<file path="src/rtl/ysyx_25060173_ifu.sv">
// Instruction fetch unit: owns the PC, issues one imem read at a time, holds the fetched word for the decoder.
// Request is combinational from state and pc, and the response is registered into a hold stage; redirects squash in-flight fetches.
module ysyx_25060173_ifu #(
  parameter logic [31:0] RESET_PC = 32'h8000_0000,
  parameter logic [31:0] PC_STEP  = 32'd4
) (
  input  logic        clk,
  input  logic        rst,
  output logic        imem_req_valid,
  input  logic        imem_req_ready,
  output logic [31:0] imem_req_addr,
  input  logic        imem_resp_valid,
  input  logic [31:0] imem_resp_data,
  input  logic        imem_resp_err,
  input  logic        redirect_valid,
  input  logic [31:0] redirect_pc,
  output logic        inst_valid,
  input  logic        inst_ready,
  output logic [31:0] inst,
  output logic [31:0] inst_pc,
  output logic        inst_fault
);

  localparam logic [31:0] NOP = 32'h0000_0013;

  typedef enum logic [1:0] {
    S_REQ,
    S_WAIT,
    S_HOLD
  } state_t;

  state_t      r_state, w_state_nxt;
  logic [31:0] r_pc, w_pc_nxt;
  logic [31:0] r_stale_addr, w_stale_addr_nxt;
  logic        r_discard, w_discard_nxt;
  logic        r_inst_valid, w_inst_valid_nxt;
  logic [31:0] r_inst, w_inst_nxt;
  logic [31:0] r_inst_pc, w_inst_pc_nxt;
  logic        r_inst_fault, w_inst_fault_nxt;
  logic [31:0] w_redirect_pc;
  logic        w_req_fire;

  assign w_redirect_pc  = redirect_pc & ~32'h3;
  assign imem_req_valid = (r_state == S_REQ) && !rst;
  // A request redirected before acceptance must keep its original address until the handshake.
  assign imem_req_addr  = r_discard ? r_stale_addr : r_pc;
  assign w_req_fire     = imem_req_valid && imem_req_ready;

  assign inst_valid = r_inst_valid;
  assign inst       = r_inst;
  assign inst_pc    = r_inst_pc;
  assign inst_fault = r_inst_fault;

  always_comb begin
    w_state_nxt      = r_state;
    w_pc_nxt         = r_pc;
    w_stale_addr_nxt = r_stale_addr;
    w_discard_nxt    = r_discard;
    w_inst_valid_nxt = r_inst_valid;
    w_inst_nxt       = r_inst;
    w_inst_pc_nxt    = r_inst_pc;
    w_inst_fault_nxt = r_inst_fault;
    case (r_state)
      S_REQ: begin
        if (w_req_fire) begin
          w_state_nxt = S_WAIT;
        end
        if (redirect_valid) begin
          w_pc_nxt      = w_redirect_pc;
          w_discard_nxt = 1'b1;
          if (!w_req_fire && !r_discard) begin
            w_stale_addr_nxt = r_pc;
          end
        end
      end
      S_WAIT: begin
        if (imem_resp_valid) begin
          if (r_discard || redirect_valid) begin
            w_discard_nxt = 1'b0;
            w_state_nxt   = S_REQ;
          end else begin
            w_inst_nxt       = imem_resp_err ? NOP : imem_resp_data;
            w_inst_pc_nxt    = r_pc;
            w_inst_fault_nxt = imem_resp_err;
            w_inst_valid_nxt = 1'b1;
            w_state_nxt      = S_HOLD;
          end
        end else if (redirect_valid) begin
          w_discard_nxt = 1'b1;
        end
        if (redirect_valid) begin
          w_pc_nxt = w_redirect_pc;
        end
      end
      S_HOLD: begin
        if (redirect_valid) begin
          w_pc_nxt         = w_redirect_pc;
          w_inst_valid_nxt = 1'b0;
          w_state_nxt      = S_REQ;
        end else if (inst_ready) begin
          w_pc_nxt         = r_pc + PC_STEP;
          w_inst_valid_nxt = 1'b0;
          w_state_nxt      = S_REQ;
        end
      end
      default: begin
        w_state_nxt = S_REQ;
      end
    endcase
  end

  always_ff @(posedge clk or posedge rst) begin
    if (rst) begin
      r_state      <= S_REQ;
      r_pc         <= RESET_PC;
      r_stale_addr <= RESET_PC;
      r_discard    <= 1'b0;
      r_inst_valid <= 1'b0;
      r_inst       <= NOP;
      r_inst_pc    <= RESET_PC;
      r_inst_fault <= 1'b0;
    end else begin
      r_state      <= w_state_nxt;
      r_pc         <= w_pc_nxt;
      r_stale_addr <= w_stale_addr_nxt;
      r_discard    <= w_discard_nxt;
      r_inst_valid <= w_inst_valid_nxt;
      r_inst       <= w_inst_nxt;
      r_inst_pc    <= w_inst_pc_nxt;
      r_inst_fault <= w_inst_fault_nxt;
    end
  end

  // Responses are only legal while a request is outstanding.
  a_resp_only_in_wait: assert property (@(posedge clk) disable iff (rst)
    imem_resp_valid |-> (r_state == S_WAIT));

endmodule

</file>
<file path="config.mk">
export PLATFORM = sky130hd
export DESIGN_NAME = ysyx_25060173_ifu
export DESIGN_NICKNAME = d
export VERILOG_FILES = /design/src/rtl/ysyx_25060173_ifu.sv
export SDC_FILE = /design/constraint.sdc
export NUM_CORES = 1
export LEC_CHECK = 0
export BUFFER_PORTS_ARGS = -buffer_cell sky130_fd_sc_hd__buf_2
export CORE_ASPECT_RATIO = 1.5
export CORE_MARGIN = 4
export CORE_UTILIZATION = 57
export DETAILED_ROUTE_END_ITERATION = 10
export MAX_ROUTING_LAYER = met4
export PLACE_DENSITY = 0.86
export REMOVE_ABC_BUFFERS = 1
export SETUP_SLACK_MARGIN = 0.5
export SLEW_MARGIN = 15
export SYNTH_ARGS = -nofsm -noshare
export SYNTH_HDL_FRONTEND = slang
export SYNTH_SLANG_ARGS = --single-unit
</file>
<file path="constraint.sdc">
create_clock -name clk -period 9.8 [get_ports clk]
set_input_delay 1.96 -clock clk [delete_from_list [all_inputs] [get_ports clk]]
set_output_delay 1.96 -clock clk [all_outputs]
set_load 0.03 [all_outputs]
</file>
==> flow_metrics.env <==
export IMPL_drc=0
export IMPL_drv_slew=0
export IMPL_p_leak_nw=3.65
export IMPL_min_path_type="register to register"
export IMPL_outcome="completed"
export IMPL_antenna_found_initial=0
export IMPL_synth_compound_area_share_pct=12.7
export IMPL_syn_area_per_cell_um2=9.39
export IMPL_antenna_cells=0
export IMPL_cts_hold_buf=0
export IMPL_arrival_ns=2.45
export IMPL_path_cells="buf_2 -> nor3_1 -> buf_2"
export IMPL_cts_sinks=127
export IMPL_antenna_left=0
export IMPL_totalWireLength_mm=15.8
export IMPL_drtIter0Drc=433
export IMPL_ys_flop_type="dfrtp_1"
export IMPL_timing_rr_start="r_pc[2]$_DFFE_PP0P_"
export IMPL_setup_tns_final_ns=0
export IMPL_fin_crit_ns=4.41
export IMPL_grtUsageMet1_pct=31.9
export IMPL_ys_types=46
export IMPL_grtUsageMet2_pct=44.3
export IMPL_yosys_warnings=0
export IMPL_grt_max_degree=102
export IMPL_layout_drive_gt1_share_pct=32.6
export IMPL_clk_latency_ns=0.41
export IMPL_htreeDepth=4
export IMPL_cp_end_kind="output pin"
export IMPL_rsz0062_at_grt="false"
export IMPL_path_class="input pin to output pin"
export IMPL_die_w_um=92.4
export IMPL_post_cts_buffers=0
export IMPL_min_period_over_period_pct=45.0
export IMPL_power_switching_mw=0.810
export IMPL_nNetsFinal=860
export IMPL_preCtsSetupSlack_ns=5.37
export IMPL_synthArstFlopShare_pct=100
export IMPL_hold_viol_final=0
export IMPL_grt_util_met3_pct=5.35
export IMPL_min_to="inst_pc[31]$_DFFE_PP1P_"
export IMPL_synth_adder_area_share_pct=0.205
export IMPL_r2r_end="r_pc[28]$_DFFE_PP0P_"
export IMPL_utilization_pct=71.4
export IMPL_io_pins=170
export IMPL_placed_area_um2=6920
export IMPL_yosys_mux_area_fraction_pct=10.1
export IMPL_hp_start="inst_pc[31]$_DFFE_PP1P_"
export IMPL_grt_overflow_total=0
export IMPL_report_power_total_mw=2.16
export IMPL_cts_buffers=17
export IMPL_relSlewSlack_pct=25.2
export IMPL_ff2ff_setup_slack_ns=6.97
export IMPL_max_freq_ghz=0.227
export IMPL_cts_buffer_depth=2
export IMPL_die_area_um2=12400
export IMPL_crit_slowest_cell="buf_2"
export IMPL_synth_edf_count=0
export IMPL_cts_tree="done"
export IMPL_synthCells=649
export IMPL_cts_root_buf="clkbuf_16"
export IMPL_power_density_nw_per_um2=287
export IMPL_area_growth_pct=23.4
export IMPL_grtUsageTotal_pct=26.8
export IMPL_vias=5375
export IMPL_rows=46
export IMPL_synth_xor_area_share_pct=0
export IMPL_worstPathMaxFanout=2
export IMPL_dr_pass1_iters=6
export IMPL_setup_slack_ns=5.39
export IMPL_first_global_vias=5215
export IMPL_via_per_inst=5.69
export IMPL_die_h_um=135
export IMPL_vdd_drop_max_uv=194
export IMPL_grt_busiest_layer="met2"
export IMPL_crit_path_start_kind="input pin"
export IMPL_initial_utilization_pct=57.9
export IMPL_hpwl_mm=10.6
export IMPL_final_cell_area_um2=7520
export IMPL_synthesis_area_um2=6100
export IMPL_combPwrFrac_pct=33.6
export IMPL_port_buffers=163
export IMPL_p_int_mw=1.35
export IMPL_clkSlewWorstSetupHoldPaths_ns=0.06
export IMPL_routedWlPerCell_um=16.7
export IMPL_power_share_sequential_pct=36.8
export IMPL_place_congestion=0.879
export IMPL_synthSimpleGateAreaFrac_pct=20.2
export IMPL_finalSetupViolCount=0
export IMPL_max_cap_violations=0
export IMPL_cp_required_ns=7.84
export IMPL_ctsResizeCount=0
export IMPL_clkPwrFrac_pct=29.6
export IMPL_synth_top_family_by_area="simple AND/OR/NAND/NOR gates"
export IMPL_synth_seq_cells=127
export IMPL_finalClockSkew_ns=0.00828
export IMPL_grt_pass1_wl_mm=25.8
export IMPL_coreArea_um2=10500
export IMPL_ys_seq_area_share_pct=52.2
export IMPL_tightest_slew_ns=1.11
export IMPL_worst_r2r_cell_count=6
export IMPL_path_common_cell="buf_2"
export IMPL_slowest_delay_ns=0.23
export IMPL_hold_path_cell_count=2
export IMPL_sw_frac_of_total_pct=37.5
power groups by stage:
stage | sequential [mW] | clock (mW) | combinational [mW]
2_1_floorplan | 0.965 | 0 | 0.339
3_3_place_gp | 0.788 | 0 | 0.713
3_5_place_dp | 0.802 | 0 | 0.731
4_1_cts | 0.795 | 0.649 | 0.735
5_1_grt | 0.816 | 0.677 | 0.777
6_report | 0.796 | 0.639 | 0.727
flip-flops by register name, summed over array words and instances (netlist names):
| register | flops |
|---|---|
| inst_valid | 1 |
| inst_fault | 1 |
| r_discard | 1 |
| r_pc | 30 |
| r_state | 2 |
| inst_pc | 30 |
| inst | 32 |
| r_stale_addr | 30 |
cell type report:
class / instances / area (um^2)
sequential: 127 / 3190
timing repair buffer: 168 / 853
clock inverter: 10 / 136
tap: 144 / 180
clock buffer: 21 / 470
fill: 794 / 3010
multi-input combinational: 464 / 2660
inverter: 10 / 42.5
synthesized netlist by cell type, types with 2 or more instances:
cell type | number | area (um^2)
nor2_1 | 26 | 97.6
nand4_1 | 13 | 81.3
buf_4 | 6 | 45.0
inv_1 | 9 | 33.8
and3_1 | 3 | 18.8
a32oi_1 | 2 | 17.5
and2_1 | 2 | 12.5
o211ai_1 | 2 | 15.0
nor4_1 | 3 | 18.8
a2bb2oi_1 | 11 | 96.3
nor3_1 | 11 | 55.1
dfstp_2 | 6 | 158
buf_6 | 2 | 22.5
a21oi_1 | 27 | 135
mux2_2 | 51 | 574
clkbuf_1 | 30 | 113
dfrtp_1 | 121 | 3030
a31oi_1 | 5 | 31.3
nand2b_1 | 29 | 181
o21ai_0 | 63 | 315
nand3_1 | 17 | 85.1
nand2_1 | 157 | 589
buf_1 | 4 | 15.0
o22ai_1 | 11 | 68.8
buf_2 | 9 | 45.0
or3_1 | 4 | 25.0
mux2i_1 | 4 | 40.0
a211oi_1 | 3 | 22.5
how the worst max path moves through the flow:
stage | slack (ns) | depth (start not counted) | startpoint | to
floorplan | 3.65 | 4 | rst | r_stale_addr[10]$_DFFE_PP0P_
global placement | 5.40 | 3 | rst | imem_req_valid
detailed placement | 5.37 | 3 | rst | imem_req_valid
CTS | 5.37 | 3 | rst | imem_req_valid
global route | 5.31 | 3 | rst | imem_req_valid
finish | 5.39 | 3 | rst | imem_req_valid
routing by layer:
layer  part of all wire [%]  vias up
met5                      0        -
met4                    2.8        0
met3                    6.8       42
met2                     51      251
met1                     39     2576
li1                       -     2506
metrics by stage:
stage	hold slack [ns]	instances
after floorplan	0.450	601
after global placement	0.449	913
after detailed placement	0.451	913
after CTS	0.461	944
after global routing	0.485	944
final	0.462	944
logic make-up after synthesis:
| logic type | Yosys count |
|---|---|
| AO/OA/AOI/OAI | 132 |
| multiplexers | 55 |
| buffers and inverters | 61 |
| AND/OR/NAND/NOR | 272 |
| adder cells (fa/ha/maj) | 1 |
| flip-flops | 127 |
| other | 1 |
cell usage in the layout, fill, tap and decap left out, types with 2 or more instances in the layout:
cell,Yosys,layout
buf_2,9,163
nand2_1,157,157
dfrtp_1,121,121
o21ai_0,63,63
mux2_2,51,51
nand2b_1,29,29
a21oi_1,27,27
nor2_1,26,26
nand3_1,17,17
clkbuf_16,0,17
nand4_1,13,13
o22ai_1,11,11
a2bb2oi_1,11,11
nor3_1,11,10
inv_1,9,8
dfstp_2,6,6
a31oi_1,5,5
buf_4,6,5
or3_1,4,4
mux2i_1,4,4
conb_1,1,4
and3_1,3,3
a211oi_1,3,3
clkbuf_8,0,3
clkinvlp_4,0,3
bufinv_16,0,3
clkinv_2,0,3
nor3_2,1,2
and2_1,2,2
nor4_1,3,2
o211ai_1,2,2
a32oi_1,2,2
critical path, delay by kind of cell:
family | cells | cell delay [ns]
buf+inv | 2 | 0.36
simple gates | 1 | 0.14
(Power assumes the default switching activity.)
